**src/rtl/alu_ctrl_pkg.sv**
```systemverilog
// -----------------------------------------------------------------------------
// alu_ctrl_pkg
// Shared ALU control definitions used by the decoder, the hazard unit and the
// write-back sequencer.
//   - ALU op encodings (3 bits)
//   - write-back sequencer state type {IDLE, SECOND}
//   - is_swap(op): 1 when the op needs two register-file writes
// -----------------------------------------------------------------------------
package alu_ctrl_pkg;

  localparam int unsigned ALU_OP_W = 3;

  localparam logic [ALU_OP_W-1:0] ALU_ADD  = 3'b000;
  localparam logic [ALU_OP_W-1:0] ALU_SUB  = 3'b001;
  localparam logic [ALU_OP_W-1:0] ALU_MOVE = 3'b010;
  localparam logic [ALU_OP_W-1:0] ALU_SWAP = 3'b011;
  localparam logic [ALU_OP_W-1:0] ALU_AND  = 3'b100;
  localparam logic [ALU_OP_W-1:0] ALU_OR   = 3'b101;

  typedef enum logic [0:0] {
    IDLE   = 1'b0,
    SECOND = 1'b1
  } wb_state_t;

  // Only the exact SWAP encoding issues a second write; 3'b101..3'b111 do not.
  function automatic logic is_swap(input logic [ALU_OP_W-1:0] op);
    return (op == ALU_SWAP);
  endfunction

endpackage

```
**src/rtl/swap_wb_sequencer.sv**
```systemverilog
// -----------------------------------------------------------------------------
// swap_wb_sequencer
// Serializes ALU results into the single-write-port register file. Ordinary
// ops produce one registered write; SWAP produces two writes on consecutive
// cycles (low half to RdA, then high half to RdB) while Stall holds the
// upstream pipeline for the one cycle spent in SECOND.
//
// Parameters:
//   DATA_W  register / ALU operand width (result bus is 2*DATA_W)
//   REG_AW  register-file address width
// Ports:
//   clk         in   rising-edge clock
//   reset       in   asynchronous active-high reset
//   InValid     in   instruction presented this cycle
//   RegWrite    in   presented instruction writes the register file
//   Flush       in   kill the presented instruction
//   ALUControl  in   ALU op of the presented instruction
//   Result      in   {Result2, Result1}
//   RdA         in   destination of the low half
//   RdB         in   destination of the high half (SWAP only)
//   WrEn        out  register-file write enable (registered)
//   WrAddr      out  register-file write address (registered)
//   WrData      out  register-file write data (registered)
//   Stall       out  upstream must hold; decoded from state == SECOND
//   SwapCount   out  retired SWAP count, saturating (registered)
// -----------------------------------------------------------------------------
module swap_wb_sequencer
  import alu_ctrl_pkg::*;
#(
  parameter int unsigned DATA_W = 16,
  parameter int unsigned REG_AW = 4
) (
  input  logic                  clk,
  input  logic                  reset,
  input  logic                  InValid,
  input  logic                  RegWrite,
  input  logic                  Flush,
  input  logic [2:0]            ALUControl,
  input  logic [2*DATA_W-1:0]   Result,
  input  logic [REG_AW-1:0]     RdA,
  input  logic [REG_AW-1:0]     RdB,
  output logic                  WrEn,
  output logic [REG_AW-1:0]     WrAddr,
  output logic [DATA_W-1:0]     WrData,
  output logic                  Stall,
  output logic [15:0]           SwapCount
);

  wb_state_t             state_r;
  logic                  wr_en_r;
  logic [REG_AW-1:0]     wr_addr_r;
  logic [DATA_W-1:0]     wr_data_r;
  logic [REG_AW-1:0]     hold_addr_r;
  logic [DATA_W-1:0]     hold_data_r;
  logic [15:0]           swap_count_r;
  logic                  accept_s;

  // Accept decode: a live, writing, unflushed instruction while not mid-SWAP.
  always_comb begin
    accept_s = 1'b0;
    if (InValid && RegWrite && !Flush && (state_r == IDLE)) begin
      accept_s = 1'b1;
    end else begin
      accept_s = 1'b0;
    end
  end

  // Sequencer FSM with registered write port, holding register and SWAP counter.
  always_ff @(posedge clk or posedge reset) begin
    if (reset) begin
      state_r      <= IDLE;
      wr_en_r      <= 1'b0;
      wr_addr_r    <= {REG_AW{1'b0}};
      wr_data_r    <= {DATA_W{1'b0}};
      hold_addr_r  <= {REG_AW{1'b0}};
      hold_data_r  <= {DATA_W{1'b0}};
      swap_count_r <= 16'd0;
    end else begin
      case (state_r)
        IDLE: begin
          if (accept_s) begin
            wr_en_r   <= 1'b1;
            wr_addr_r <= RdA;
            wr_data_r <= Result[DATA_W-1:0];
            if (is_swap(ALUControl)) begin
              hold_addr_r <= RdB;
              hold_data_r <= Result[2*DATA_W-1:DATA_W];
              state_r     <= SECOND;
            end else begin
              state_r <= IDLE;
            end
          end else begin
            // No write: address and data keep their last values.
            wr_en_r <= 1'b0;
            state_r <= IDLE;
          end
        end
        SECOND: begin
          // The first write has committed, so the second one is never
          // cancelled by Flush; all inputs are ignored here.
          wr_en_r   <= 1'b1;
          wr_addr_r <= hold_addr_r;
          wr_data_r <= hold_data_r;
          if (swap_count_r != 16'hFFFF) begin
            swap_count_r <= swap_count_r + 16'd1;
          end else begin
            swap_count_r <= swap_count_r;
          end
          state_r <= IDLE;
        end
        default: begin
          wr_en_r <= 1'b0;
          state_r <= IDLE;
        end
      endcase
    end
  end

  assign WrEn      = wr_en_r;
  assign WrAddr    = wr_addr_r;
  assign WrData    = wr_data_r;
  assign SwapCount = swap_count_r;
  // Stall comes straight from the state register so it tracks reset without a clock.
  assign Stall     = (state_r == SECOND);

endmodule

```
**config.mk**
```make
export PLATFORM = sky130hd
export DESIGN_NAME = swap_wb_sequencer
export DESIGN_NICKNAME = d
export VERILOG_FILES = /design/src/rtl/alu_ctrl_pkg.sv /design/src/rtl/swap_wb_sequencer.sv
export SDC_FILE = /design/constraint.sdc
export NUM_CORES = 1
export LEC_CHECK = 0
export BUFFER_PORTS_ARGS = -buffer_cell sky130_fd_sc_hd__buf_2
export CAP_MARGIN = 20
export CORE_MARGIN = 1.5
export CORE_UTILIZATION = 45
export DETAILED_ROUTE_END_ITERATION = 16
export GPL_ROUTABILITY_DRIVEN = 0
export PLACE_DENSITY = 0.73
export SYNTH_ARGS = -nofsm -noshare
export SYNTH_HDL_FRONTEND = slang
export SYNTH_SLANG_ARGS = --single-unit
```
**constraint.sdc**
```tcl
create_clock -name clk -period 3.35 [get_ports clk]
set_input_delay 0.5025 -clock clk [delete_from_list [all_inputs] [get_ports clk]]
set_output_delay 0.5025 -clock clk [all_outputs]
set_load 0.01 [all_outputs]
```
# --- After elaboration in Yosys (flattened, before gate mapping) ---
# Cells that the tools add are included.
word_totals:
  ff_bits: 58
  inputBits: 48
  out_inout_bits: 38
  wordCells: 28
classes:
  addsub: 1
  n_eq_ne: 3
  muxes: 10
  bitwise: 1
  reduce_logical: 6
op_table:
  columns: ["cell", "count"]
  rows:
  - ["$pmux 16 s2", 1]
  - ["$add 16x1->16 const B", 1]
  - ["$mux 16", 1]
  - ["$ne 16x16->1 const B", 1]
  - ["$pmux 4 s2", 1]
  - ["$mux 1", 4]
  - ["$mux 4", 1]
  - ["$pmux 1 s2", 2]
  - ["$eq 3x2->1 const B", 1]
  - ["$logic_and 1x1->1", 3]
  - ["$reduce_and 3->1", 1]
  - ["$ne 2x2->1 const B", 1]
  - ["$reduce_and 2->1", 1]
  - ["$logic_not 1->1", 1]
  - ["$not 1->1", 1]

# --- Depth between registers and ports, before layout ---
# Gate-level depths: netlist of the first run.
logic_depth:
  depth_word: 6
  depth_mapped: 5
  depth_no_buf: 5

# --- Worst setup path before layout of the first run ---
# Ideal clock, no wire load.
synth_timing:
  path_type: "reg-to-reg"
  startpoint: "register state_r (netlist: Stall)"
  endpoint: "register hold_addr_r[0]"
  setup_ps: 125
  t_arrival_ps: 1649
  required_time_ps: 3225
  path_slack_ps: 1576
  path_stages_with_launch: 6
  n_path_buf: 2
  period_less_slack_ps: 1774
  cell_sequence: "dfrtp_1 -> clkbuf_1 -> nor3_1 -> and4b_1 -> buf_2 -> mux2_2"
synth_via:
  elab_chain_len: 4
synth_rtl:
  columns: ["item", "line", "rtl"]
  rows:
  - ["from (decl)", "swap_wb_sequencer.sv:49", "wb_state_t state_r;"]
  - ["from (signal assigned)", "swap_wb_sequencer.sv:71", "state_r <= IDLE;"]
  - ["from (signal assigned)", "swap_wb_sequencer.sv:88", "state_r <= SECOND;"]
  - ["from (signal assigned)", "swap_wb_sequencer.sv:90", "state_r <= IDLE;"]
  - ["$not 1->1 (no line) (*)", null, null]
  - ["$logic_and 1x1->1", "swap_wb_sequencer.sv:61", "if (InValid && RegWrite && !Flush && (state_r == IDLE)) begin"]
  - ["$mux 1", "swap_wb_sequencer.sv:61", null]
  - ["$reduce_and 3->1 (no line) (*)", null, null]
  - ["to (signal assigned)", "swap_wb_sequencer.sv:75", "hold_addr_r <= {REG_AW{1'b0}};"]
  - ["to (signal assigned)", "swap_wb_sequencer.sv:86", "hold_addr_r <= RdB;"]
  - ["to (decl)", "swap_wb_sequencer.sv:53", "logic [REG_AW-1:0] hold_addr_r;"]
# Mark *: on every way between the ends. The rest lies on a longest branch, timed or not.
# A chain may end at the register's enable or synchronous reset.

# --- Final worst setup path of the first run ---
layout_timing:
  startpoint: "register state_r (netlist: Stall)"
  endpoint: "register swap_count_r[15] (netlist: SwapCount[15])"
layout_via:
  elab_chain_len: 1
layout_rtl:
  columns: ["item", "line", "rtl"]
  rows:
  - ["$reduce_and 2->1 (no line)", null, null]
  - ["to (signal assigned)", "swap_wb_sequencer.sv:105", "swap_count_r <= swap_count_r + 16'd1;"]
  - ["to (signal assigned)", "swap_wb_sequencer.sv:107", "swap_count_r <= swap_count_r;"]
  - ["to (decl)", "swap_wb_sequencer.sv:55", "logic [15:0] swap_count_r;"]
# No other way between the ends.

==> impl_results.md, run 1 <==
- Reg2reg start: Stall
- Post-CTS Setup Inserts: 0
- Crit path launch type: register
- Sequential area share after synthesis: 58.5%
- First drt pass iteration count: 4
- Initial antenna violation count: 0
- Vias in the first global route: 1,820
- Clk sink count: 58
- Main synth FF type: dfrtp_1
- Number of hold buffers added after cts: 0
- CORE AREA: about 5200 sq um
- CTS Root Buffer Type: clkbuf_8
- Reg clk slew, reported paths: around 70 ps
- DR iter-0 viols: 83
- Hold Slack: 210 ps
- Pre-CTS setup slack: 1260 ps
- Die area: 5970 sq um
- Tightest Pin Transition: 945 ps
- Final Cycle Share: 64.2%
- R2R depth: 4
- Yosys reg bits: 58
- CP Launch Point: Stall
- # DRC: 0
- Worst Hold Class: input port to asynchronous set/reset pin
- CTS Buf Count: 9
- Crit path capture: SwapCount[15]
- Worst vdd ir: 302 uV
- CTS tree: yes
- Fin crit period: about 2100 ps
- EDFF count, synth: 0
- Starting Density: 47.6%
- Mapped cell area: 2480 sq um
- Synth Warn #: 0
- Clock latency on the worst-skew pair: 330 ps
- Synthesized Nets: roughly 250
- DRT antenna net count: 0
- Slew margin rel.: a little under two fifths
- Commonest cells post-synth: dfrtp_1 (58), mux2_2 (22), and2_1 (21)
- Fin nets: 337
- Height of the die: 77.2 um
- Top-count cell post-synth: dfrtp_1
- Area Growth Syn to Fin: 28.6%
- Antenna diodes: 0
- Post-synth top area share: 58.5%
- Post-synth cell types: 28
- Clock Tree Buf Depth: 2
- Leakage: 1.64 nW
- Area after DPL: 3000 sq um
- Async SR Flop Fraction: 100%
- RSZ-0062 raised after global routing: no
- Dominant cell type by area after synthesis: dfrtp_1
- IO buf count: 85
- Critical path type: register to register
- Max-slew violations: 0
- Pin count of the biggest net entering global routing: 29
- Crit path max fanout: 28
- Layout cell share with drive strength beyond 1: 46.1%
- WL/cell: 14.7 um
- Post-route total power: 1.70 mW
- Main area contributors after synthesis: dfrtp_1 (59%), mux2_2 (10%), a221o_1 (8.1%)
- I/O Pins: 86
- Status: completed
- RR Endpoint: SwapCount[15]
- Max Cap Viol: 0
- Vias per cell: 5.20
- Final Skew: 8.02 ps
- WP data arrival: 2400 ps
- GRT Total Usage: between 10% and 20%
- Die extent in x: 77.2 um
- Post-route worst setup slack: between 1000 and 1500 ps
- Setup crit end kind: register
- Final setup violation count: 0
- Post-CTS Resized: 0
- Routed Wire Length: around 5300 um
- Placed Instances: 347
- Fmax: approximately 470 MHz
- Final Hold Vio Count: 0
- Final Core Density: 61.3%
- H-tree Lvls: 3
- Flop-to-flop setup slack: 1200 ps
- Post-Layout Cell Count: approximately 360
- Critical path required time: 3600 ps
- Fin area: 3190 sq um
- First-pass GRT wire length: 8800 um
- Standard-cell row count: 26
- Congestion Overflow GR: 0
- Cell Pwr Density: 533 nW/um^2
- Syn avg cell area: 12.7 sq um
- DP HPWL: between 3000 and 4000 um
- Post-Synthesis Cells: 196
- Routed vias: 1,886
- Fin Setup TNS: 0 ps
how the worst min path moves through the flow:
stage               cells after the start  slack, ps           start             to
floorplan                               1        480  hold_addr_r[2]      WrAddr[2]
global placement                        1        490   SwapCount[15]  SwapCount[15]
detailed placement                      1        500       WrAddr[0]      WrAddr[0]
CTS                                     2        210           reset           WrEn
global route                            2        230           reset   SwapCount[5]
finish                                  2        210           reset      WrData[3]
critical path, stage by stage, from the launching register on:
cell and delay (ps):
dfrtp_1 960, nand3_1 200, or4_4 470, nor4_2 260, xor2_1 170
where the power goes:
part | leakage (nW) | internal, mW | switching [mW] | total, mW
Clock | 0.0944 | 0.326 | 0.272 | 0.597
Combinational | 0.787 | 0.134 | 0.100 | 0.235
Sequential | 0.756 | 0.799 | 0.0684 | 0.868
layout make-up:
cell class                      count  area [sq um]
Clock buffer                       12           165
Tap cell                           70          87.6
Timing Repair Buffer               90           463
Multi-Input combinational cell    125           982
Clock inverter                      4          25.0
Fill cell                         451          2020
Inverter                            4          15.0
Sequential cell                    58          1450
kinds of logic (layout without fill, tap and decap cells):
family          count (synthesis)  after routing  synth area share (%)
simple gates                   63             63                  14.7
flops                          58             58                  58.5
compound gates                 28             28                  10.3
mux                            22             22                  9.99
buf+inv                        13            110                  2.07
xor+xnor                       11             11                  3.88
fa+ha+maj                       1              1                 0.504
layer usage:
metal / routed length, um / track usage (%) / vias up / part of all wire (%)
li1: - / - / 902 / -
met1: 2440 / 24.2 / 905 / 46
met2: 2410 / 30.0 / 71 / 45
met3: 362 / 6.07 / 8 / 6.8
met4: 106 / 11.1 / 0 / 2.0
met5: 0 / 0 / - / 0
flip-flops by register name, indices dropped and copies added, names as in the netlist:
name	flops
SwapCount	16
WrData	16
hold_data_r	16
WrAddr	4
hold_addr_r	4
Stall	1
WrEn	1
cell usage in the layout, fill, tap and decap left out, types with 4 or more instances in the layout:
| cell type | count |
|---|---|
| mux2_2 | 22 |
| dfrtp_1 | 58 |
| nor3_1 | 5 |
| nor2_1 | 9 |
| nand2_1 | 9 |
| buf_2 | 85 |
| clkbuf_8 | 12 |
| buf_4 | 5 |
| xnor2_1 | 4 |
| a21oi_1 | 5 |
| a221o_1 | 20 |
| and2_1 | 21 |
| xor2_1 | 7 |
| nand3_1 | 5 |
(Power assumes the default switching activity.)
==> run 2, diff against run 1 <==
ABC_AREA = 1   (was not set)
PLACE_DENSITY = 0.72   (was 0.73)
clock period = 2.1 ns   (was 3.35 ns; I/O delays follow)
==> impl_results.md, run 2 <==
- Fill cells: 563 (+25%)
- Comb power frac: 13.3% (-0.5 points)
- Max Cap Viol: 0 (unchanged)
- I/O Pins: 86 (unchanged)
- Area after DPL: 3250 sq um (+8.4%)
- Area Growth Syn to Fin: 26.3%
- Clock network power share: 37.9% (+2.8 points)
- Post-Layout Cell Count: 531 (+46%)
- Post-synth top area share: 53.1% (-5.5 points)
- Crit-path max cell delay: 460 ps (-500 ps)
- Vias in the first global route: 2,336 (+28%)
- RSZ-0062 raised after global routing: no
- Critical path required time: 2310 ps (-1290 ps)
- EDFF count, synth: 0 (unchanged)
- Die area: 6550 sq um (+9.9%)
- WL/cell: 12.0 um (-18%)
- Routed Wire Length: 6390 um (+20%)
- Most frequent cells in the layout: nand2_1 (189), buf_2 (85), dfrtp_1 (58), nand3_1 (30)
- Slew margin rel.: 53.2% (+16 points)
- Pre-CTS setup slack: 289 ps (-968 ps)
- Final Skew: 7.08 ps (-0.942 ps)
- Fin nets: 500 (+48%)
- Fin crit period: 1850 ps (-303 ps)
- Standard-cell row count: 28 (+7.7%)
- CTS Root Buffer Type: clkbuf_8
- Clk sink count: 58 (unchanged)
- Crit path launch type: register
- Fmax: 542 MHz (+16%)
- WP data arrival: 2050 ps (-350 ps)
- IO buf count: 85 (unchanged)
- H-tree Lvls: 3 (unchanged)
- Worst vdd ir: 584 uV (+94%)
- Max-slew violations: 0 (unchanged)
- Fin area: 3460 sq um (+8.4%)
- Dominant cell type by area after synthesis: dfrtp_1
- Fin Setup TNS: 0 ps (unchanged)
- Crit path max fanout: 11 (-61%)
- Most frequent CP cell: nand2_1
- Main synth FF type: dfrtp_1
- DRT antenna net count: 0 (unchanged)
- Critical path type: register to register
- Synth Warn #: 0 (unchanged)
- Synthesized Nets: 407 (+66%)
- Commonest non-fill, non-tap cell in the layout: nand2_1
- Final Cycle Share: 87.9% (+24 points)
- Clock Tree Buf Depth: 2 (unchanged)
- Syn avg cell area: 7.64 sq um (-40%)
- Top-count cell post-synth: nand2_1
- Status: completed
- Post-CTS Setup Inserts: 0 (unchanged)
- Power Internal: 2.04 mW (+62%)
- Number of hold buffers added after cts: 0 (unchanged)
- Antenna diodes: 0 (unchanged)
- Starting Density: 46.5% (-1.2 points)
- DR iter-0 viols: 74 (-11%)
- Post-Synthesis Cells: 358 (+83%)
- DP HPWL: 4600 um (+22%)
- Placed Instances: 515 (+48%)
- GRT Total Usage: 21.5% (+2.0 points)
- CP cell instances: ha_1, nand3_1, nor2_1, nand2_1, nand2_1, o21ai_0
- Die extent in x: 81.0 um (+4.8%)
- Reg clk slew, reported paths: 70 ps (about the same)
- Main area contributors after synthesis: dfrtp_1 (53%), nand2_1 (26%), nand3_1 (5.5%)
- Mapped cell area: 2740 sq um (+10%)
- CTS tree: yes
- CTS Buf Count: 9 (unchanged)
- Final Hold Vio Count: 0 (unchanged)
- Post-route worst setup slack: 254 ps (-947 ps)
- Leakage: 1.87 nW (+14%)
- First drt pass iteration count: 5 (+1)
- Sequential area share after synthesis: 53.1% (-5.5 points)
- Post-CTS Resized: 0 (unchanged)
- Clock latency on the worst-skew pair: 340 ps (about the same)
- Highest-delay cell along the critical path: dfrtp_1
- Post-synth cell types: 20 (-29%)
- Worst Hold Class: input port to asynchronous set/reset pin
- Tightest Pin Transition: 701 ps (-244 ps)
- Cell Pwr Density: 805 nW/um^2 (+51%)
- Layout cell share with drive strength beyond 1: 26.5% (-20 points)
- CORE AREA: 5890 sq um (+13%)
- Commonest cells post-synth: nand2_1 (189), dfrtp_1 (58), nand3_1 (30)
- Height of the die: 81.0 um (+4.8%)
- Net Sw Frac: 26.5% (+0.57 points)
- Vias per cell: 4.75 (-8.5%)
- Yosys reg bits: 58 (unchanged)
- Post-route total power: 2.78 mW (+64%)
- Sequential power share: 48.7% (-2.4 points)
- Initial antenna violation count: 0 (unchanged)
- Congestion Overflow GR: 0 (unchanged)
- Setup crit end kind: register
- # DRC: 0 (unchanged)
- Async SR Flop Fraction: 100% (unchanged)
- Pin count of the biggest net entering global routing: 34 (+17%)
- Final setup violation count: 0 (unchanged)
- First-pass GRT wire length: 10,800 um (+22%)
- Routed vias: 2,524 (+34%)
- Sw Pwr: 736 uW (+67%)
run 2: final timing paths:
path | from | to | slack [ps] | cells after the start
worst min register to register | WrAddr[0] | WrAddr[0] | 480 | 2
worst min-delay path | reset | hold_data_r[2] | 90 | 2
worst max register to register | SwapCount[0] | SwapCount[2] | 250 | 6
min in group clk | Result[19] | hold_data_r[3] | 170 | 3
worst max-delay path | SwapCount[0] | SwapCount[2] | 250 | 6
max in group asynchronous | reset | hold_data_r[11] | 1360 | 3
run 2: through the flow:
stage,hold slack [ps],util (%)
2_1_floorplan,425,-
3_3_place_gp,460,55.2
3_5_place_dp,464,55.2
4_1_cts,97.3,58.7
5_1_grt,141,58.7
6_report,94.1,58.7
run 2: worst max-delay path: cells and delay by family (launching register included):
kind | cells | cell delay, ps
flip-flops | 1 | 460
AO/OA/AOI/OAI | 1 | 130
AND/OR/NAND/NOR | 4 | 840
adder cells (fa/ha/maj) | 1 | 280
run 2: cell type report:
| cell class | count | area (sq um) | share of cell area [%] |
|---|---|---|---|
| Tap cell | 75 | 93.8 | 2.72 |
| Sequential cell | 58 | 1450 | 42.0 |
| Timing Repair Buffer | 94 | 493 | 14.3 |
| Clock buffer | 12 | 155 | 4.49 |
| Multi-Input combinational cell | 265 | 1130 | 32.6 |
| Clock inverter | 4 | 50.0 | 1.45 |
| Inverter | 23 | 86.3 | 2.50 |
run 2: power by group through the flow:
stage | clock network, mW | logic [mW] | registers, mW
floorplan | 0 | 0.169 | 1.40
global placement | 0 | 0.370 | 1.37
detailed placement | 0 | 0.378 | 1.37
CTS | 1.07 | 0.379 | 1.35
global route | 1.12 | 0.428 | 1.37
finish | 1.06 | 0.370 | 1.36
run 2: layer usage:
metal	track usage [%]	part of all wire [%]	vias to the layer above
met1	26.7	44	1145
met2	35.8	49	80
met4	6.90	1.2	0
met5	0	0	-
li1	-	-	1287
met3	6.63	6.1	12
run 2: logic make-up (layout without fill, tap and decap cells):
| family | after synthesis | count (layout) | share of synthesized area [%] |
|---|---|---|---|
| adders and majority gates | 1 | 1 | 0.457 |
| xor gates and xnor gates | 2 | 2 | 0.641 |
| buffers and inverters | 35 | 133 | 5.76 |
| AOI/OAI and AO/OA | 4 | 4 | 0.869 |
| and+or+nand+nor | 258 | 258 | 39.2 |
| DFF | 58 | 58 | 53.1 |
==> run 3, diff against run 2 <==
PLACE_DENSITY = 0.7   (was 0.72)
==> impl_results.md, run 3 (same netlist as run 2, synthesis figures left out) <==
- Congestion Overflow GR: 0 (unchanged)
- Initial antenna violation count: 0 (unchanged)
- Post-CTS Setup Inserts: 0 (unchanged)
- Commonest non-fill, non-tap cell in the layout: nand2_1
- H-tree Lvls: 3 (unchanged)
- Final Skew: 5.17 ps (-1.91 ps)
- CTS Buf Count: 9 (unchanged)
- Fmax: 544 MHz (+0.49%)
- Worst Hold Class: input port to asynchronous set/reset pin
- Starting Density: 46.5% (unchanged)
- Crit-path max cell delay: 460 ps (about the same)
- First-pass GRT wire length: 11,000 um (+1.9%)
- Worst vdd ir: 466 uV (-20%)
- Final Cycle Share: 87.5% (-0.42 points)
- RR Endpoint: SwapCount[2]
- Clock latency on the worst-skew pair: 340 ps (about the same)
- Routed Wire Length: 6540 um (+2.3%)
- Standard-cell row count: 28 (unchanged)
- Flop-to-flop setup slack: 260 ps (about the same)
- Area Growth Syn to Fin: 25.5%
- Cell Pwr Density: 795 nW/um^2 (-1.2%)
- Setup crit end kind: register
- Slew margin rel.: 59.5% (+6.3 points)
- Vias per cell: 4.82 (+1.3%)
- Pin count of the biggest net entering global routing: 32 (-5.9%)
- Leakage: 1.87 nW (-0.40%)
- Number of hold buffers added after cts: 0 (unchanged)
- Height of the die: 81.0 um (unchanged)
- Crit path launch type: register
- DP HPWL: 4670 um (+1.4%)
- IO buf count: 85 (unchanged)
- Post-CTS Resized: 0 (unchanged)
- Clk sink count: 58 (unchanged)
- Fin nets: 498 (-0.40%)
- Antenna diodes: 0 (unchanged)
- Tightest Pin Transition: 607 ps (-94.0 ps)
- Routed vias: 2,543 (+0.75%)
- Crit path max fanout: 11 (unchanged)
- DRT antenna net count: 0 (unchanged)
- RSZ-0062 raised after global routing: no
- First drt pass iteration count: 4 (-1)
- Critical path type: register to register
- Layout cell share with drive strength beyond 1: 25.8% (-0.71 points)
- I/O Pins: 86 (unchanged)
- Fill cells: 578 (+2.7%)
- Clock Tree Buf Depth: 2 (unchanged)
- CORE AREA: 5890 sq um (unchanged)
- Max-slew violations: 0 (unchanged)
- Die area: 6550 sq um (unchanged)
- Highest-delay cell along the critical path: dfrtp_1
- Crit path capture: SwapCount[2]
- Fin Setup TNS: 0 ps (unchanged)
- Status: completed
- Final setup violation count: 0 (unchanged)
- # DRC: 0 (unchanged)
- Vias in the first global route: 2,457 (+5.2%)
- GRT Total Usage: 22.2% (+0.62 points)
- WP data arrival: 2090 ps (+40 ps)
- Fin crit period: 1840 ps (-8.91 ps)
- Hold Slack: 43.3 ps (-50.9 ps)
- CTS tree: yes
- CP cell instances: ha_1, nand3_1, nor2_1, nand2_1, nand2_1, nand2_1, o21ai_0
- Reg2reg start: SwapCount[0]
- Reg clk slew, reported paths: 70 ps (about the same)
- CTS Root Buffer Type: clkbuf_8
- Final Hold Vio Count: 0 (unchanged)
- R2R depth: 7 (+1)
- Most frequent cells in the layout: nand2_1 (189), buf_2 (85), dfrtp_1 (58), nand3_1 (30)
- DR iter-0 viols: 115 (+55%)
- Most frequent CP cell: nand2_1
- Critical path required time: 2350 ps (+40 ps)
- WL/cell: 12.4 um (+2.9%)
- CP Launch Point: SwapCount[0]
- Max Cap Viol: 0 (unchanged)
- Die extent in x: 81.0 um (unchanged)
## run 3: cell count changes in the layout (fill, tap and decap cells not counted), sizes merged
cell	delta
clkinvlp	-2
buf	-2
clkinv	+1
## run 3: critical path: cells and delay by family, from the launching register on
family                     cells  cell delay (ps)
AOI/OAI and AO/OA              1               80
and+or+nand+nor                5              920
DFF                            1              460
adders and majority gates      1              290
## run 3: power breakdown
| part | internal [mW] | switching (mW) |
|---|---|---|
| Sequential | 1.27 | 0.0908 |
| Combinational | 0.167 | 0.206 |
| Clock | 0.570 | 0.428 |
| Total | 2.00 | 0.725 |
## run 3: routing by layer
layer  share of wire (%)  GRT usage, %  vias up
met5                   0             0        -
met4                 1.3          6.38        0
met3                 5.6          7.64        9
met2                  48          35.7       79
met1                  45          28.3     1168
li1                    -             -     1287
## run 3: through the flow
step	worst slack [ps]	instance area (sq um)	std cells	utilization, %	power [mW]
2_1_floorplan	357	2740	358	-	1.57
6_report	263	3430	528	58.3	2.73
5_1_grt	44.7	3430	528	58.3	2.87
3_3_place_gp	411	3250	513	55.2	1.74
4_1_cts	278	3430	528	58.3	2.76
3_5_place_dp	280	3250	513	55.2	1.75
## run 3: worst min-delay path by stage
stage	start	to	slack, ps	cells after the start
after floorplan	RdB[0]	hold_addr_r[0]	420	2
after global placement	reset	WrData[1]	430	2
after detailed placement	reset	WrData[1]	420	2
after CTS	reset	WrData[1]	60	2
after global routing	reset	WrData[1]	80	2
final	reset	WrData[1]	40	2
## run 3: area by class of cell
class	instances	area [sq um]	area share, %
Multi-Input combinational cell	265	1130	32.8
Clock buffer	12	145	4.23
Timing Repair Buffer	92	490	14.3
Sequential cell	58	1450	42.3
Clock inverter	3	40.0	1.17
Tap cell	75	93.8	2.73
Inverter	23	86.3	2.51
